## src/rtl/free_list_pkg.sv

```systemverilog
// Shared rename-stage constants and types: register counts, tag and pointer widths,
// and the per-cycle dispatch/retire width used by the map table, ROB and free list.
package free_list_pkg;

    localparam int PR_NUM   = 64;
    localparam int AR_NUM   = 32;
    localparam int TAG_W    = 7;
    localparam int FL_DEPTH = PR_NUM - AR_NUM;
    localparam int PTR_W    = $clog2(FL_DEPTH);
    localparam int CNT_W    = $clog2(FL_DEPTH + 1);
    localparam int RN_WIDTH = 2;

    typedef logic [PTR_W-1:0]              ptr_t;
    typedef logic [TAG_W-1:0]              tag_t;
    typedef logic [$clog2(RN_WIDTH+1)-1:0] rn_num_t;

endpackage

```

## src/rtl/free_list.sv

```systemverilog
// Physical-register free list: circular FIFO handing out up to two tags per cycle at
// dispatch and reclaiming up to two retired tags; a squash rewinds head to tail in one cycle.
module free_list #(
    parameter int PR_NUM = free_list_pkg::PR_NUM,
    parameter int AR_NUM = free_list_pkg::AR_NUM,
    parameter int TAG_W  = free_list_pkg::TAG_W
) (
    input  logic                           clock,
    input  logic                           reset,
    input  logic [1:0]                     rob_dispatch_num,
    input  logic [1:0]                     rob_retire_num,
    input  logic [TAG_W-1:0]               rob_p0told,
    input  logic [TAG_W-1:0]               rob_p1told,
    input  logic                           rob_squash,
    output logic [TAG_W-1:0]               fl_pr0,
    output logic [TAG_W-1:0]               fl_pr1,
    output logic [1:0]                     fl_avail,
    output logic [free_list_pkg::CNT_W-1:0] fl_count
);
    import free_list_pkg::*;

    localparam int DEPTH = PR_NUM - AR_NUM;

    logic [TAG_W-1:0] slot_q [DEPTH];
    ptr_t             head_q, head_d;
    ptr_t             tail_q, tail_d;
    logic [CNT_W-1:0] count_q, count_d;

    rn_num_t          alloc_n;
    rn_num_t          free_n;
    ptr_t             tail_p1;
    ptr_t             head_p1;

    // Pointer advance with wrap at DEPTH; reduces to natural wrap when DEPTH is a power of two.
    function automatic ptr_t ptr_add(input ptr_t p, input rn_num_t n);
        logic [PTR_W:0] s;
        s = {1'b0, p} + (PTR_W+1)'(n);
        if (s >= (PTR_W+1)'(DEPTH)) begin
            s = s - (PTR_W+1)'(DEPTH);
        end
        return s[PTR_W-1:0];
    endfunction

    assign head_p1 = ptr_add(head_q, rn_num_t'(1));
    assign tail_p1 = ptr_add(tail_q, rn_num_t'(1));

    assign fl_pr0   = slot_q[head_q];
    assign fl_pr1   = slot_q[head_p1];
    assign fl_avail = (count_q >= CNT_W'(2)) ? 2'd2 : count_q[1:0];
    assign fl_count = count_q;

    always_comb begin
        alloc_n = '0;
        free_n  = '0;
        head_d  = head_q;
        tail_d  = tail_q;
        count_d = count_q;

        free_n = (rob_retire_num > 2'd2) ? rn_num_t'(2) : rn_num_t'(rob_retire_num);
        if (!rob_squash) begin
            alloc_n = (rob_dispatch_num > fl_avail) ? rn_num_t'(fl_avail)
                                                    : rn_num_t'(rob_dispatch_num);
        end

        tail_d = ptr_add(tail_q, free_n);
        if (rob_squash) begin
            // Slots [tail, head) still hold the in-flight tags, so rewinding head frees them in place.
            head_d  = tail_d;
            count_d = CNT_W'(DEPTH);
        end else begin
            head_d  = ptr_add(head_q, alloc_n);
            count_d = count_q + CNT_W'(free_n) - CNT_W'(alloc_n);
        end
    end

    always_ff @(posedge clock or negedge reset) begin
        if (!reset) begin
            for (int i = 0; i < DEPTH; i++) begin
                slot_q[i] <= TAG_W'(AR_NUM + i);
            end
            head_q  <= '0;
            tail_q  <= '0;
            count_q <= CNT_W'(DEPTH);
        end else begin
            if (free_n != '0) begin
                slot_q[tail_q] <= rob_p0told;
            end
            if (free_n == rn_num_t'(2)) begin
                slot_q[tail_p1] <= rob_p1told;
            end
            head_q  <= head_d;
            tail_q  <= tail_d;
            count_q <= count_d;
        end
    end

endmodule

```

## config.mk

```make
export PLATFORM = sky130hd
export DESIGN_NAME = free_list
export DESIGN_NICKNAME = d
export VERILOG_FILES = /design/src/rtl/free_list_pkg.sv /design/src/rtl/free_list.sv
export SDC_FILE = /design/constraint.sdc
export NUM_CORES = 1
export LEC_CHECK = 0
export ABC_CLOCK_PERIOD_IN_PS = 3400
export BUFFER_PORTS_ARGS = -buffer_cell sky130_fd_sc_hd__buf_4
export CAP_MARGIN = 20
export CORE_UTILIZATION = 50
export DETAILED_ROUTE_END_ITERATION = 10
export PLACE_DENSITY = 0.66
export SETUP_SLACK_MARGIN = 0.05
export SYNTH_ARGS = -nofsm -noshare
export SYNTH_HDL_FRONTEND = slang
export SYNTH_SLANG_ARGS = --single-unit
```

## constraint.sdc

```tcl
create_clock -name clock -period 3.4 [get_ports clock]
set_clock_uncertainty 0.15 [all_clocks]
set_input_delay 0.68 -clock clock [delete_from_list [all_inputs] [get_ports clock]]
set_output_delay 0.68 -clock clock [all_outputs]
set_load 0.005 [all_outputs]
```

==> flow_metrics.env, run 1 <==
export IMPL_drive_gt1_share_pct=30.2
export IMPL_syn_inst=1492
export IMPL_mostFrequentLayoutCells="mux2i_1 (276), nor2_1 (215), a21oi_1 (192)"
export IMPL_wl_per_cell_um=25.7
export IMPL_max_vdd_ir_drop_v=0.000594
export IMPL_initial_utilization_pct=51.4
export IMPL_rr_worst_depth=13
export IMPL_syn_num_nets=1533
export IMPL_ctsHtreeMaxLevel=1
export IMPL_cp_start_kind="flop"
export IMPL_worstPathArrival_ns=2.89
export IMPL_tightest_slew_ns=0.804
export IMPL_die_w_um=180
export IMPL_rows=64
export IMPL_crit_required_ns=2.57
export IMPL_n_fill_cell=2518
export IMPL_status="finished, violations left"
export IMPL_clkLatencyLatePin_ns=0.56
export IMPL_fp_dieArea_um2=32500
export IMPL_yosys_top_cells_area="dfrtp_1 (20%), dfstp_2 (19%), mux2i_1 (19%)"
export IMPL_finalMaxSlewViolations=0
export IMPL_synthFlopType="dfrtp_1"
export IMPL_slew_headroom_pct=46.3
export IMPL_cap_violations=0
export IMPL_r2r_start="fl_count[5]"
export IMPL_layout_nets=1550
export IMPL_hp_start="rob_squash"
export IMPL_drcViolationCount=0
export IMPL_r2r_end="fl_count[5]"
export IMPL_first_iter_violations=1322
export IMPL_syn_area_um2=15900
export IMPL_finalHoldViolations=0
export IMPL_dp_hpwl_um=31900
export IMPL_numPortBuffers=42
export IMPL_clock_path_buffers=3
export IMPL_tritoncts="done"
export IMPL_grt_util_all_layers_pct=30.6
export IMPL_synthDistinctLibCells=51
export IMPL_clockRootBuffer="clkbuf_16"
export IMPL_ios=43
export IMPL_grt_pass1_vias=12100
export IMPL_worstSetupPathType="reg2out"
export IMPL_cts_made_buffers=28
export IMPL_synth_top_area_cell="dfrtp_1"
export IMPL_final_common_cell="mux2i_1"
export IMPL_async_flop_share_pct=100
export IMPL_antenna_found_initial=0
export IMPL_p_per_area_nw_per_um2=1230
export IMPL_cts_sinks=240
export IMPL_drt_total_wl_um=49400
export IMPL_finalCritPeriodShare_pct=109
export IMPL_overflow=0
export IMPL_setup_violations=14
export IMPL_ys_seq_elements=240
export IMPL_grt_max_degree=81
export IMPL_antennaDiodeCount=0
export IMPL_pre_cts_slack_ns=0.0358
export IMPL_coreArea_um2=30900
export IMPL_max_freq_mhz=269
export IMPL_synth_warnings=0
export IMPL_areaGrowthSynthToFinish_pct=14.6
export IMPL_end_kind="primary output"
export IMPL_fp_dieH_um=180
export IMPL_hold_end="fl_count[4]"
export IMPL_synth_top_area_share_pct=20.0
export IMPL_crit_fanout=8
export IMPL_hold_class="in2reg"
export IMPL_place_inst=1851
export IMPL_hold_depth=2
export IMPL_drt_antenna_violating_nets=0
export IMPL_p_leak_nw=7.14
export IMPL_fin_crit_ns=3.72
export IMPL_gp_congestion=0.950
export IMPL_instances_no_fill=1926
export IMPL_r2r_slack_ns=0.22
export IMPL_clk_pin_slew_ns=0.06
export IMPL_finalWorstSetupSlack_ns=-0.319
export IMPL_failed_checks="setup timing"
export IMPL_vias=12400
export IMPL_synth_edf_count=0
export IMPL_drt_pre_antenna_iters=7
export IMPL_grt_pass1_wl_um=76000
export IMPL_via_per_inst=6.43
export IMPL_syn_area_per_cell_um2=10.7
export IMPL_rsz0062_at_grt="true"
export IMPL_ys_seq_area_share_pct=38.7
metal layers:
| layer | track usage, % | wire, µm | vias up |
|---|---|---|---|
| li1 | - | - | 5441 |
| met2 | 49.0 | 23300 | 618 |
| met5 | 0 | 0 | - |
| met3 | 5.03 | 3610 | 121 |
| met4 | 12.0 | 2030 | 0 |
| met1 | 41.7 | 20500 | 6195 |
stage by stage:
stage	hold WS [ns]	util (%)	total power, W	cell area, µm²	setup TNS [ns]
floorplan	0.234	-	0.0136	15900	0
global placement	0.397	54.0	0.0172	16700	0
detailed placement	0.403	54.0	0.0175	16700	0
CTS	0.266	58.3	0.0217	18000	-2.94
global route	0.307	59.0	0.0234	18200	-3.99
finish	0.288	59.0	0.0224	18200	-3.35
cell families (layout without fill, tap and decap cells):
group	after synthesis	after routing	share of synthesized area [%]
AOI/OAI and AO/OA	289	289	10.3
adders and majority gates	20	20	1.76
and+or+nand+nor	394	394	12.2
muxes	395	395	32.6
xor gates and xnor gates	12	12	0.779
buffers and inverters	142	180	3.76
DFF	240	240	38.7
cell usage after synthesis (all sizes together), types with 6 or more instances:
library cell / count
mux4: 98
mux2i: 296
o21ai: 51
a31oi: 7
ha: 16
nor2: 250
buf: 45
dfstp: 113
nand2b: 6
xnor2: 8
dfrtp: 127
nand2: 107
o221ai: 7
a22oi: 7
inv: 19
a32o: 9
clkbuf: 78
a221oi: 7
a21oi: 195
critical path, cell delays in order (launching register included):
cell and delay (ns):
dfrtp_4 0.52, ha_4 0.32, buf_6 0.13, buf_12 0.14, mux4_2 0.55, mux2i_1 0.19, a32o_2 0.24, a221oi_2 0.05
buf_4 0.17
worst max-delay path by stage:
stage,slack (ns),to,startpoint,cells past startpoint
floorplan,0.33,fl_count[4],fl_count[5],16
finish,-0.32,fl_pr1[2],head_q[0],8
CTS,-0.27,fl_pr1[2],head_q[0],8
detailed placement,0.04,fl_count[5],fl_count[5],15
global route,-0.33,fl_pr1[3],head_q[0],8
global placement,0.16,fl_count[5],fl_count[5],15
where the power goes:
group,switching (W),internal (W),leakage [nW]
registers,0.00149,0.00483,2.71
clock network,0.00125,0.00178,0.447
logic,0.00634,0.00670,3.99
flip-flops by register name (all words and copies together) (netlist names):
signal	cells
fl_count	6
tail_q	5
slot_q	224
head_q	5
final cells by class:
type / count / area (µm²) / share of cell area (%)
Sequential cell: 240 / 6150 / 33.8
Tap cell: 396 / 495 / 2.72
Clock inverter: 9 / 98.8 / 0.542
Multi-Input combinational cell: 1110 / 9410 / 51.6
Clock buffer: 42 / 805 / 4.41
Timing Repair Buffer: 110 / 1190 / 6.55
Inverter: 19 / 71.3 / 0.391
repair_timing:
action,in CTS,in global routing
setup endpoints to repair,15,16
pin swaps,4,6
buffers inserted,10,7
endpoints found under the hold margin,33,0
hold buffers,1,0
cloned,5,1
resized for setup,40,31
Note: power is estimated with default switching activity, not from simulation.
==> run 2, diff against run 1 <==
--- a/config.mk
+++ b/config.mk
@@ -8,10 +8,11 @@
 export ABC_CLOCK_PERIOD_IN_PS = 3400
 export BUFFER_PORTS_ARGS = -buffer_cell sky130_fd_sc_hd__buf_4
 export CAP_MARGIN = 20
+export CORE_MARGIN = 10
 export CORE_UTILIZATION = 50
 export DETAILED_ROUTE_END_ITERATION = 10
+export GPL_ROUTABILITY_DRIVEN = 0
 export PLACE_DENSITY = 0.66
-export SETUP_SLACK_MARGIN = 0.05
 export SYNTH_ARGS = -nofsm -noshare
 export SYNTH_HDL_FRONTEND = slang
 export SYNTH_SLANG_ARGS = --single-unit
==> flow_metrics.env, run 2 (synthesis gave the netlist of run 1 again) <==
export IMPL_status="finished, violations left"
export IMPL_failed_checks="setup timing"
export IMPL_whs_ns=0.00770
export IMPL_clkLatencyLatePin_ns=0.55
export IMPL_worstSetupPathType="reg2out"
export IMPL_drt_pre_antenna_iters=5
export IMPL_grt_pass1_vias=12000
export IMPL_dp_hpwl_um=31400
export IMPL_fin_crit_ns=3.69
export IMPL_finalMaxSlewViolations=0
export IMPL_finalCritPeriodShare_pct=108
export IMPL_vias=12200
export IMPL_crit_fanout=14
export IMPL_largest_reg_flops=224
export IMPL_rr_worst_depth=13
export IMPL_drcViolationCount=0
export IMPL_crit_required_ns=2.57
export IMPL_r2r_slack_ns=0.21
export IMPL_numPortBuffers=42
export IMPL_regMostFlops="slot_q"
export IMPL_via_per_inst=6.31
export IMPL_layout_area_seq_um2=6150
export IMPL_rows=65
export IMPL_overflow=0
export IMPL_cp_start_kind="flop"
export IMPL_setup_violations=14
export IMPL_rsz0062_at_grt="true"
export IMPL_drt_antenna_violating_nets=0
export IMPL_coreArea_um2=31500
export IMPL_cts_sinks=240
export IMPL_power_w=0.0221
export IMPL_drt_total_wl_um=48700
export IMPL_clockRootBuffer="clkbuf_16"
export IMPL_hold_class="in2async"
export IMPL_crit_start="head_q[0]"
export IMPL_cts_made_buffers=29
export IMPL_drive_gt1_share_pct=29.8
export IMPL_n_fill_cell=2606
export IMPL_wl_per_cell_um=25.3
export IMPL_r2r_start="fl_count[5]"
export IMPL_ctsHoldBuffers=0
export IMPL_antenna_found_initial=0
export IMPL_grt_max_degree=92
export IMPL_max_vdd_ir_drop_v=0.000773
export IMPL_worstPathArrival_ns=2.86
export IMPL_mostFrequentLayoutCells="mux2i_1 (280), nor2_1 (213), a21oi_1 (193)"
export IMPL_tritoncts="done"
export IMPL_ios=43
export IMPL_first_iter_violations=1325
export IMPL_clock_path_buffers=3
export IMPL_clk_pin_slew_ns=0.06
export IMPL_fp_dieArea_um2=39300
export IMPL_die_w_um=198
export IMPL_grt_util_all_layers_pct=24.8
export IMPL_final_common_cell="mux2i_1"
export IMPL_p_per_area_nw_per_um2=1210
export IMPL_antennaDiodeCount=0
export IMPL_finalWorstSetupSlack_ns=-0.287
export IMPL_layout_nets=1547
export IMPL_multi_input_area_um2=9380
export IMPL_ctsHtreeMaxLevel=1
export IMPL_areaGrowthSynthToFinish_pct=14.4
export IMPL_grt_pass1_wl_um=75000
export IMPL_fin_util_pct=57.8
export IMPL_max_freq_mhz=271
export IMPL_initial_utilization_pct=50.5
export IMPL_p_leak_nw=7.13
export IMPL_tightest_slew_ns=0.791
export IMPL_slew_headroom_pct=47.1
export IMPL_end_kind="primary output"
export IMPL_fp_dieH_um=198
export IMPL_r2r_end="fl_count[5]"
export IMPL_finalHoldViolations=0
export IMPL_cap_violations=0
[run 2: worst max-delay path, stage by stage, from the launching register on]
cell and delay (ns):
dfrtp_4 0.51, ha_4 0.36, buf_12 0.19, mux4_2 0.53, mux2i_1 0.21, a32o_2 0.22, a221oi_2 0.07, buf_4 0.19
[run 2: report_power, final]
group | internal, W | total, W | switching [W]
combinational | 0.00625 | 0.0125 | 0.00622
clock | 0.00218 | 0.00345 | 0.00127
sequential | 0.00483 | 0.00618 | 0.00135
[run 2: stage by stage]
step	area, µm²	std cells	setup WS (ns)	setup TNS (ns)
2_1_floorplan	15900	1492	0.326	0
3_3_place_gp	16700	1862	0.230	0
3_5_place_dp	16700	1862	0.158	0
4_1_cts	18000	1919	-0.261	-2.75
5_1_grt	18200	1930	-0.323	-3.66
6_report	18200	1930	-0.287	-2.76
[run 2: area by class of cell]
| type | count | share of cell area, % |
|---|---|---|
| Clock buffer | 42 | 4.70 |
| Clock inverter | 11 | 1.13 |
| Tap cell | 402 | 2.77 |
| Inverter | 19 | 0.406 |
| Multi-Input combinational cell | 1110 | 51.6 |
| Timing Repair Buffer | 106 | 5.61 |
| Sequential cell | 240 | 33.8 |
[run 2: worst max path at each step]
stage	endpoint	cells after the start
after floorplan	fl_count[4]	16
after global placement	fl_count[4]	16
after detailed placement	fl_count[4]	16
after CTS	fl_pr1[1]	7
after global routing	fl_pr1[0]	7
final	fl_pr1[1]	7
[run 2: per-layer routing]
| layer | share of wire (%) | track usage, % |
|---|---|---|
| met2 | 48 | 40.4 |
| met1 | 41 | 32.6 |
| met3 | 7.5 | 4.41 |
| met4 | 3.5 | 8.54 |
| met5 | 0 | 0 |
[run 2: what timing repair did]
action                     in CTS  in global routing
pin swaps                       1                  4
resized for setup              42                 14
setup endpoints to repair      14                 16
setup buffers                   1                 11
cloned                          3                  0
